<file path="src/rtl/conv_mac_seq_if.sv">
// Handshake/bus bundle for the convolution MAC loop sequencer.
//   master : the sequencer (drives beats, flags, busy/done; samples start, cfg, oks)
//   slave  : the job launcher / buffer side (drives start, cfg, oks)
//   start          job launch pulse
//   cfg_*_max      loop bounds minus one (groups, reduction steps, Wout pixels)
//   wt_ok/dat_ok   buffer can supply a word this cycle
//   wt_vld/wt_cnt  weight beat and its row index
//   dat_vld        data beat, qualified by the four loop-boundary flags
//   busy/done      job in progress / one-cycle completion pulse
interface conv_mac_seq_if #(
  parameter int TOUT  = 32,
  parameter int CNT_W = 16
);
  localparam int WT_W = (TOUT > 1) ? $clog2(TOUT) : 1;

  logic             start;
  logic [CNT_W-1:0] cfg_tout_max;
  logic [CNT_W-1:0] cfg_k_max;
  logic [CNT_W-1:0] cfg_wout_max;
  logic             wt_ok;
  logic             dat_ok;
  logic             wt_vld;
  logic [WT_W-1:0]  wt_cnt;
  logic             dat_vld;
  logic             CHinKyKx_max_now;
  logic             Wout_loop_start;
  logic             Wout_loop_end;
  logic             CHinKyKxWout_loop_end;
  logic             busy;
  logic             done;

  modport master (
    input  start, cfg_tout_max, cfg_k_max, cfg_wout_max, wt_ok, dat_ok,
    output wt_vld, wt_cnt, dat_vld, CHinKyKx_max_now, Wout_loop_start,
           Wout_loop_end, CHinKyKxWout_loop_end, busy, done
  );

  modport slave (
    output start, cfg_tout_max, cfg_k_max, cfg_wout_max, wt_ok, dat_ok,
    input  wt_vld, wt_cnt, dat_vld, CHinKyKx_max_now, Wout_loop_start,
           Wout_loop_end, CHinKyKxWout_loop_end, busy, done
  );
endinterface

</file>
<file path="src/rtl/conv_mac_seq.sv">
// Loop sequencer for the systolic convolution MAC array.
// Walks group -> reduction step -> Wout pixel. Per (group, step) it issues
// TOUT weight beats, then Wout data beats tagged with loop-boundary flags,
// then after the last beat waits out the MAC/accumulation latency and
// pulses done.
//   clk  : clock
//   rst  : asynchronous active-high reset
//   bus  : conv_mac_seq_if.master (start/cfg/oks in; beats, flags, busy/done out)
// All outputs are registered: the issue decision taken in cycle n shows up
// on the outputs in cycle n+1.
module conv_mac_seq #(
  parameter int TOUT      = 32,
  parameter int CNT_W     = 16,
  parameter int DRAIN_CYC = 8
) (
  input  logic           clk,
  input  logic           rst,
  conv_mac_seq_if.master bus
);
  localparam int WT_W = (TOUT > 1) ? $clog2(TOUT) : 1;
  localparam int DR_W = (DRAIN_CYC > 1) ? $clog2(DRAIN_CYC) : 1;

  typedef enum logic [2:0] {S_IDLE, S_WT, S_DAT, S_DRAIN, S_DONE} state_t;

  state_t           state, state_n;
  logic [CNT_W-1:0] tout_max_q, k_max_q, wout_max_q;
  logic [CNT_W-1:0] g, g_n, k, k_n, w, w_n;
  logic [WT_W-1:0]  r, r_n;
  logic [DR_W-1:0]  dcnt, dcnt_n;
  logic             latch;

  logic             wt_vld_q, wt_vld_n;
  logic [WT_W-1:0]  wt_cnt_q, wt_cnt_n;
  logic             dat_vld_q, dat_vld_n;
  logic             kmax_q, kmax_n;
  logic             ws_q, ws_n;
  logic             we_q, we_n;
  logic             all_q, all_n;
  logic             busy_q, busy_n;
  logic             done_q, done_n;

  logic             w_last, k_last;

  assign w_last = (w == wout_max_q);
  assign k_last = (k == k_max_q);

  always_comb begin
    state_n  = state;
    g_n      = g;
    k_n      = k;
    w_n      = w;
    r_n      = r;
    dcnt_n   = dcnt;
    latch    = 1'b0;
    wt_vld_n = 1'b0;
    wt_cnt_n = '0;
    dat_vld_n = 1'b0;
    kmax_n   = 1'b0;
    ws_n     = 1'b0;
    we_n     = 1'b0;
    all_n    = 1'b0;
    case (state)
      S_IDLE: begin
        // done_q is still high in the cycle right after DONE; a start seen
        // then is dropped so back-to-back jobs are spaced by the pulse.
        if (bus.start && !done_q) begin
          latch   = 1'b1;
          g_n     = '0;
          k_n     = '0;
          w_n     = '0;
          r_n     = '0;
          state_n = S_WT;
        end
      end
      S_WT: begin
        if (bus.wt_ok) begin
          wt_vld_n = 1'b1;
          wt_cnt_n = r;
          if (r == WT_W'(TOUT - 1)) begin
            r_n     = '0;
            state_n = S_DAT;
          end else begin
            r_n = r + 1'b1;
          end
        end
      end
      S_DAT: begin
        if (bus.dat_ok) begin
          dat_vld_n = 1'b1;
          ws_n      = (w == '0);
          we_n      = w_last;
          kmax_n    = k_last;
          all_n     = w_last && k_last;
          if (!w_last) begin
            w_n = w + 1'b1;
          end else begin
            w_n = '0;
            if (k < k_max_q) begin
              k_n     = k + 1'b1;
              state_n = S_WT;
            end else if (g < tout_max_q) begin
              k_n     = '0;
              g_n     = g + 1'b1;
              state_n = S_WT;
            end else begin
              dcnt_n  = '0;
              state_n = S_DRAIN;
            end
          end
        end
      end
      S_DRAIN: begin
        if (dcnt == DR_W'(DRAIN_CYC - 1)) state_n = S_DONE;
        else                              dcnt_n  = dcnt + 1'b1;
      end
      S_DONE: state_n = S_IDLE;
      default: state_n = S_IDLE;
    endcase
    // busy covers the DONE state so it falls exactly when done rises.
    busy_n = (state_n != S_IDLE);
    done_n = (state == S_DONE);
  end

  always_ff @(posedge clk or posedge rst) begin
    if (rst) begin
      state      <= S_IDLE;
      tout_max_q <= '0;
      k_max_q    <= '0;
      wout_max_q <= '0;
      g          <= '0;
      k          <= '0;
      w          <= '0;
      r          <= '0;
      dcnt       <= '0;
      wt_vld_q   <= 1'b0;
      wt_cnt_q   <= '0;
      dat_vld_q  <= 1'b0;
      kmax_q     <= 1'b0;
      ws_q       <= 1'b0;
      we_q       <= 1'b0;
      all_q      <= 1'b0;
      busy_q     <= 1'b0;
      done_q     <= 1'b0;
    end else begin
      state     <= state_n;
      g         <= g_n;
      k         <= k_n;
      w         <= w_n;
      r         <= r_n;
      dcnt      <= dcnt_n;
      wt_vld_q  <= wt_vld_n;
      wt_cnt_q  <= wt_cnt_n;
      dat_vld_q <= dat_vld_n;
      kmax_q    <= kmax_n;
      ws_q      <= ws_n;
      we_q      <= we_n;
      all_q     <= all_n;
      busy_q    <= busy_n;
      done_q    <= done_n;
      if (latch) begin
        tout_max_q <= bus.cfg_tout_max;
        k_max_q    <= bus.cfg_k_max;
        wout_max_q <= bus.cfg_wout_max;
      end
    end
  end

  assign bus.wt_vld                = wt_vld_q;
  assign bus.wt_cnt                = wt_cnt_q;
  assign bus.dat_vld               = dat_vld_q;
  assign bus.CHinKyKx_max_now      = kmax_q;
  assign bus.Wout_loop_start       = ws_q;
  assign bus.Wout_loop_end         = we_q;
  assign bus.CHinKyKxWout_loop_end = all_q;
  assign bus.busy                  = busy_q;
  assign bus.done                  = done_q;
endmodule

</file>
<file path="src/flat_wrapper.sv">
// flat-port wrapper written by rule: the top's interface ports become plain ports
module conv_mac_seq_flat 
#(
  parameter int TOUT      = 32,
  parameter int CNT_W     = 16,
  parameter int DRAIN_CYC = 8
)
  (clk, rst, bus_start, bus_cfg_tout_max, bus_cfg_k_max, bus_cfg_wout_max, bus_wt_ok, bus_dat_ok, bus_wt_vld, bus_wt_cnt, bus_dat_vld, bus_CHinKyKx_max_now, bus_Wout_loop_start, bus_Wout_loop_end, bus_CHinKyKxWout_loop_end, bus_busy, bus_done);
  conv_mac_seq_if #(.TOUT(TOUT), .CNT_W(CNT_W)) bus_i ();
  input  logic clk;
  input  logic rst;
  input wire logic [$bits(bus_i.start)-1:0] bus_start;
  input wire logic [$bits(bus_i.cfg_tout_max)-1:0] bus_cfg_tout_max;
  input wire logic [$bits(bus_i.cfg_k_max)-1:0] bus_cfg_k_max;
  input wire logic [$bits(bus_i.cfg_wout_max)-1:0] bus_cfg_wout_max;
  input wire logic [$bits(bus_i.wt_ok)-1:0] bus_wt_ok;
  input wire logic [$bits(bus_i.dat_ok)-1:0] bus_dat_ok;
  output wire logic [$bits(bus_i.wt_vld)-1:0] bus_wt_vld;
  output wire logic [$bits(bus_i.wt_cnt)-1:0] bus_wt_cnt;
  output wire logic [$bits(bus_i.dat_vld)-1:0] bus_dat_vld;
  output wire logic [$bits(bus_i.CHinKyKx_max_now)-1:0] bus_CHinKyKx_max_now;
  output wire logic [$bits(bus_i.Wout_loop_start)-1:0] bus_Wout_loop_start;
  output wire logic [$bits(bus_i.Wout_loop_end)-1:0] bus_Wout_loop_end;
  output wire logic [$bits(bus_i.CHinKyKxWout_loop_end)-1:0] bus_CHinKyKxWout_loop_end;
  output wire logic [$bits(bus_i.busy)-1:0] bus_busy;
  output wire logic [$bits(bus_i.done)-1:0] bus_done;
  assign bus_i.start = bus_start;
  assign bus_i.cfg_tout_max = bus_cfg_tout_max;
  assign bus_i.cfg_k_max = bus_cfg_k_max;
  assign bus_i.cfg_wout_max = bus_cfg_wout_max;
  assign bus_i.wt_ok = bus_wt_ok;
  assign bus_i.dat_ok = bus_dat_ok;
  assign bus_wt_vld = bus_i.wt_vld;
  assign bus_wt_cnt = bus_i.wt_cnt;
  assign bus_dat_vld = bus_i.dat_vld;
  assign bus_CHinKyKx_max_now = bus_i.CHinKyKx_max_now;
  assign bus_Wout_loop_start = bus_i.Wout_loop_start;
  assign bus_Wout_loop_end = bus_i.Wout_loop_end;
  assign bus_CHinKyKxWout_loop_end = bus_i.CHinKyKxWout_loop_end;
  assign bus_busy = bus_i.busy;
  assign bus_done = bus_i.done;
  conv_mac_seq #(.TOUT(TOUT), .CNT_W(CNT_W), .DRAIN_CYC(DRAIN_CYC)) u_core (.clk(clk), .rst(rst), .bus(bus_i));
endmodule
</file>
<file path="config.mk">
export PLATFORM = sky130hd
export DESIGN_NAME = conv_mac_seq_flat
export DESIGN_NICKNAME = d
export VERILOG_FILES = /design/src/rtl/conv_mac_seq_if.sv /design/src/rtl/conv_mac_seq.sv /design/src/flat_wrapper.sv
export SDC_FILE = /design/constraint.sdc
export NUM_CORES = 1
export LEC_CHECK = 0
export ABC_AREA = 0
export CORE_MARGIN = 2
export CORE_UTILIZATION = 52
export DETAILED_ROUTE_END_ITERATION = 12
export GPL_TIMING_DRIVEN = 0
export PLACE_DENSITY = 0.77
export SYNTH_ARGS = -nofsm -noshare
export SYNTH_HDL_FRONTEND = slang
export SYNTH_SLANG_ARGS = --single-unit
</file>
<file path="constraint.sdc">
create_clock -name clk -period 3.8 [get_ports clk]
set_input_delay 0.76 -clock clk [delete_from_list [all_inputs] [get_ports clk]]
set_output_delay 0.76 -clock clk [all_outputs]
set_load 0.05 [all_outputs]
</file>
# ---- Word level (Yosys, flattened, before mapping)
# Cells that the tools add are included.
dict set report op_classes {
  add_sub_neg 5
  order_cmp 2
  eq_ne 17
  n_mux 49
  reduce_logical 14
}
# cell count
set op_table {}
lappend op_table {{$mux W16} 11}
lappend op_table {{$pmux W16 S2} 3}
lappend op_table {{$add A16 B1 Y16 const B} 3}
lappend op_table {{$mux W3} 12}
lappend op_table {{$eq A16 B16 Y1} 2}
lappend op_table {{$lt A16 B16 Y1} 2}
lappend op_table {{$mux W5} 5}
lappend op_table {{$logic_not A16 Y1} 1}
lappend op_table {{$mux W1} 14}
lappend op_table {{$pmux W3 S4} 1}
lappend op_table {{$reduce_and A6 Y1} 2}
lappend op_table {{$ne A2 B2 Y1 const B} 5}
lappend op_table {{$pmux W5 S2} 1}
lappend op_table {{$eq A3 B2 Y1 const B} 2}
lappend op_table {{$eq A3 B3 Y1 const B} 2}
lappend op_table {{$ne A2 B1 Y1 const B} 3}
lappend op_table {{$pmux W3 S2} 1}
lappend op_table {{$reduce_and A3 Y1} 2}
lappend op_table {{$reduce_bool A2 Y1} 3}
lappend op_table {{$add A5 B1 Y5 const B} 1}
lappend op_table {{$eq A5 B5 Y1 const B} 1}
lappend op_table {{$reduce_and A5 Y1} 1}
lappend op_table {{$add A3 B1 Y3 const B} 1}
lappend op_table {{$eq A3 B1 Y1 const B} 1}
lappend op_table {{6 further kinds} 7}
dict set report word_totals {
  reg_bits 120
  in_bits 53
  out_inout_bits 13
  wordCells 105
}

# ---- Depth between registers and ports, before layout
dict set report depth {
  ltp_word 7
  depth_mapped 11
  mapped_depth_nobuf 9
}

# ---- Worst setup path before layout
# No wires, ideal clock.
dict set report synth_timing {
  path_type {input to register}
  startpoint {in bus_start}
  endpoint {reg u_core.g[6]}
  setup_time_ns 0.078
  t_arrival_ns 2.696
  required_ns 3.722
  setup_slack_ns 1.026
  cell_stages 7
  n_path_buf 1
  cell_sequence {or4b_4 o21ai_4 o21ai_2 buf_6 or3_4 or4_1 a21oi_1}
}
dict set report synth_between {
  elab_chain_len 3
}
# element line_no
set synth_lines {}
lappend synth_lines {{from (decl)} flat_wrapper.sv:12} ;# input wire logic [$bits(bus_i.start)-1:0] bus_start;
lappend synth_lines {{$logic_and A1 B1 Y1} conv_mac_seq.sv:66} ;# if (bus.start && !done_q) begin
lappend synth_lines {{$ne A2 B1 Y1 (no line)} --}
lappend synth_lines {{$reduce_and A6 Y1 (no line)} --}
lappend synth_lines {{to (signal assigned)} conv_mac_seq.sv:146} ;# g <= g_n;
lappend synth_lines {{to (decl)} conv_mac_seq.sv:27} ;# logic [CNT_W-1:0] g, g_n, k, k_n, w, w_n;
# Every way passes these cells.
# A chain may end at the register's enable or synchronous reset.

# ---- Worst setup path after layout
dict set report layout_timing {
  startpoint {reg u_core.k[11]}
  endpoint {reg u_core.k[8]}
}
dict set report layout_between {
  elab_chain_len 5
  elab_cells_between_ends 7
  classes_between {order compare (1); eq/ne (1); mux (4); reduce/logical (1)}
}
# element line_no
set layout_lines {}
lappend layout_lines {{from (decl)} conv_mac_seq.sv:27}
lappend layout_lines {{from (signal assigned)} conv_mac_seq.sv:147} ;# k <= k_n;
lappend layout_lines {{$lt A16 B16 Y1 *} conv_mac_seq.sv:98} ;# if (k < k_max_q) begin
lappend layout_lines {{$mux W16} conv_mac_seq.sv:98}
lappend layout_lines {{$mux W16} conv_mac_seq.sv:94} ;# if (!w_last) begin
lappend layout_lines {{$mux W16} conv_mac_seq.sv:88} ;# if (bus.dat_ok) begin
lappend layout_lines {{$pmux W16 S2} conv_mac_seq.sv:62} ;# case (state)
# Every way passes the cells marked *; elsewhere a longest branch is shown, timed or not. The select of a mux whose other input is x is not followed.

==> impl_metrics.toml <==
[sta]
worst_clock_skew_ns = 0.00548
setup_slack_ns = 0.468
rsz0062_at_grt = "false"
setup_violations = 0
slew_headroom = 0.498
drv_slew = 0
tightest_slew_ns = 0.747
timing.final.crit_share = 0.877
hold_viol = 0
max_freq_mhz = 300
final.min_clock_period_ns = 3.33
tns_ns = 0

[worst_hold_path]
hold_path_class = "reg2reg"
hold_depth = 2
hp-start = "u_core.k_max_q[0]$_DFFE_PP0P_"
min_to = "u_core.k_max_q[0]$_DFFE_PP0P_"

[clock_tree]
cts_resized = 0
ctsHtreeMaxLevel = 4
hold_buffers = 0
cts.clk_slew.worst_paths_ns = 0.05
cts_root_buf = "clkbuf_16"
tritoncts = "done"
cts_setup_buffers = 0
cts_made_buffers = 17
clockBufferDepth = 2
clock_latency_ns = 0.42
clock_sinks = 120

[synth]
ys_ff_latch = 120
synthCells = 686
ys_warn_count = 0
synthArstFlopShare = 1.00
dominantRegCellSynth = "dfrtp_1"
syn_area_um2 = 6240
yosysSeqAreaShare = 0.481
avgSynthCellArea_um2 = 9.10
synth_edf_count = 0
syn-num-nets = 778
yosysUniqueCellTypes = 55

[worst_setup_path]
regToRegEndpoint = "u_core.k[8]$_DFFE_PP0P_"
cp.required_ns = 4.14
criticalPathCategory = "reg2reg"
r2r_slack_ns = 0.47
startpoint_type = "flop"
cp_max_fo = 10
worstPathArrival_ns = 3.67
rr_startpoint = "u_core.k[11]$_DFFE_PP0P_"
crit_path_end_kind = "flop"
ff2ff_path_depth = 10

[power]
p_per_area_nw_per_um2 = 485
ir_drop_mv = 0.302
p_leak_nw = 3.52

[die]
die_h_um = 114
coreArea_um2 = 11900
rows = 40
dieArea_um2 = 12900
io_pins = 66
initial_core_util = 0.526
die_w_um = 114

[job]
max_cap_violations = 0

[detailed_routing]
wl_met1_mm = 6.49
drt-total-wl_mm = 15.1
first_pass_iters = 7
route.met3.wl_um = 744
drt_iter0_drc = 345
top_layer = "met4"
drc = 0
drtAntennaViolNets = 0
vias_per_cell = 5.73
num_vias = 5339
wl_met2_mm = 7.52
wl_per_cell_um = 16.3

[placed_design]
gp_congestion = 0.906
dp_cells = 901
dpl_worst_slack_ns = 0.222
io_buffer_count = 65
hpwl_mm = 11.0

[finish]
seq_area_um2 = 3000
diodes = 0
nets = 865
n_fill_cell = 996
layoutNonFillerInstCount = 931
utilization = 0.649
syn_to_final_growth_pct = 23.2
drive_above_1_share = 0.0651
multi_input_area_um2 = 2950

[global_route]
grt_pass1_vias = 5468
grt_pass1_wl_mm = 25.6
antenna_found_initial = 0
overflow = 0
grt_max_degree = 42
grt.total_usage = 0.252

[run_status]
status = "complete, no violations"
-- cells in the final DEF (no fill, tap or decap), drive strengths merged, types with 4 or more instances in the layout --
cell type        n
clkdlybuf4s50   65
o21ai           72
and3            11
nor2b            5
buf             12
nand4           15
or3             17
inv             43
a21oi           42
clkinv           8
nand2b           7
clkbuf          39
dfrtp          120
or4              9
and4             4
xor2            23
ha              39
nand3           22
o31ai           11
nand2          132
nor4            11
and2            10
nor2            28
-- sequential cells by signal (all words and copies together), names as in the netlist, 3 cells and up --
signal	flops
u_core.bus.wt_cnt	5
u_core.dcnt	3
u_core.g	16
u_core.k	16
u_core.k_max_q	16
u_core.r	5
u_core.state	3
u_core.tout_max_q	16
u_core.w	16
u_core.wout_max_q	16
-- synthesized netlist by cell type, types with 5 or more instances --
library cell / n / area, um^2
nand2_1: 132 / 495
o21ai_0: 69 / 345
nor2b_1: 5 / 31.3
o31ai_1: 11 / 82.6
nand4_1: 15 / 93.8
xor2_1: 23 / 201
and2_1: 10 / 62.6
clkbuf_1: 18 / 67.6
dfrtp_1: 120 / 3000
or3_1: 16 / 100
ha_1: 39 / 488
nand3_1: 22 / 110
nor4_1: 11 / 68.8
inv_1: 44 / 165
nand2b_1: 7 / 43.8
and3_1: 11 / 68.8
or4_1: 9 / 67.6
nor2_1: 28 / 105
a21oi_1: 41 / 205
-- layout make-up --
class / count / area share
sequential: 120 / 0.390
timing repair buffer: 68 / 0.0924
clock inverter: 11 / 0.0140
tap: 147 / 0.0239
inverter: 44 / 0.0220
clock buffer: 19 / 0.0576
multi-input combinational: 493 / 0.384
buffer: 29 / 0.0161
-- worst max-delay path: stages, from the launching register on --
cell and delay (ns):
dfrtp_1 0.45, ha_1 0.36, nand4_1 0.16, nor4_1 0.53
a21boi_0 0.35, or3b_1 0.24, and3_1 0.17, clkbuf_1 0.27
clkbuf_1 0.39, o31ai_1 0.15, a21oi_1 0.16
-- where the power goes --
part	total (mW)	internal [mW]	switching, mW
registers	1.58	1.47	0.101
logic	0.645	0.263	0.382
clock network	1.51	0.961	0.549
-- through the flow --
stage               hold slack [ns]  area [um^2]  power [mW]
floorplan                     0.438         6250        1.99
global placement              0.460         7080        2.18
detailed placement            0.479         7140        2.24
CTS                           0.492         7690        3.76
global route                  0.508         7690        3.90
finish                        0.491         7690        3.73
-- worst max-delay path by stage --
stage                              endpoint  slack (ns)                startpoint
finish              u_core.k[8]$_DFFE_PP0P_        0.47  u_core.k[11]$_DFFE_PP0P_
global route        u_core.k[2]$_DFFE_PP0P_        0.17  u_core.k[11]$_DFFE_PP0P_
CTS                 u_core.k[8]$_DFFE_PP0P_        0.54  u_core.k[11]$_DFFE_PP0P_
detailed placement  u_core.g[8]$_DFFE_PP0P_        0.22                bus_dat_ok
global placement    u_core.g[7]$_DFFE_PP0P_        0.25                bus_dat_ok
floorplan           u_core.g[6]$_DFFE_PP0P_        1.03                 bus_start
-- cells by family after synthesis --
group / Yosys count / synth area share
compound gates: 139 / 0.126
fa+ha+maj: 39 / 0.0781
buf+inv: 73 / 0.0463
mux: 3 / 0.00481
flops: 120 / 0.481
simple gates: 286 / 0.228
xor+xnor: 26 / 0.0365
-- per-layer routing --
metal / GRT usage / vias up
met5: 0 / -
met2: 0.427 / 139
li1: - / 2548
met3: 0.0579 / 31
met4: 0.104 / 0
met1: 0.314 / 2621
Note: power is estimated with default switching activity, not from simulation.
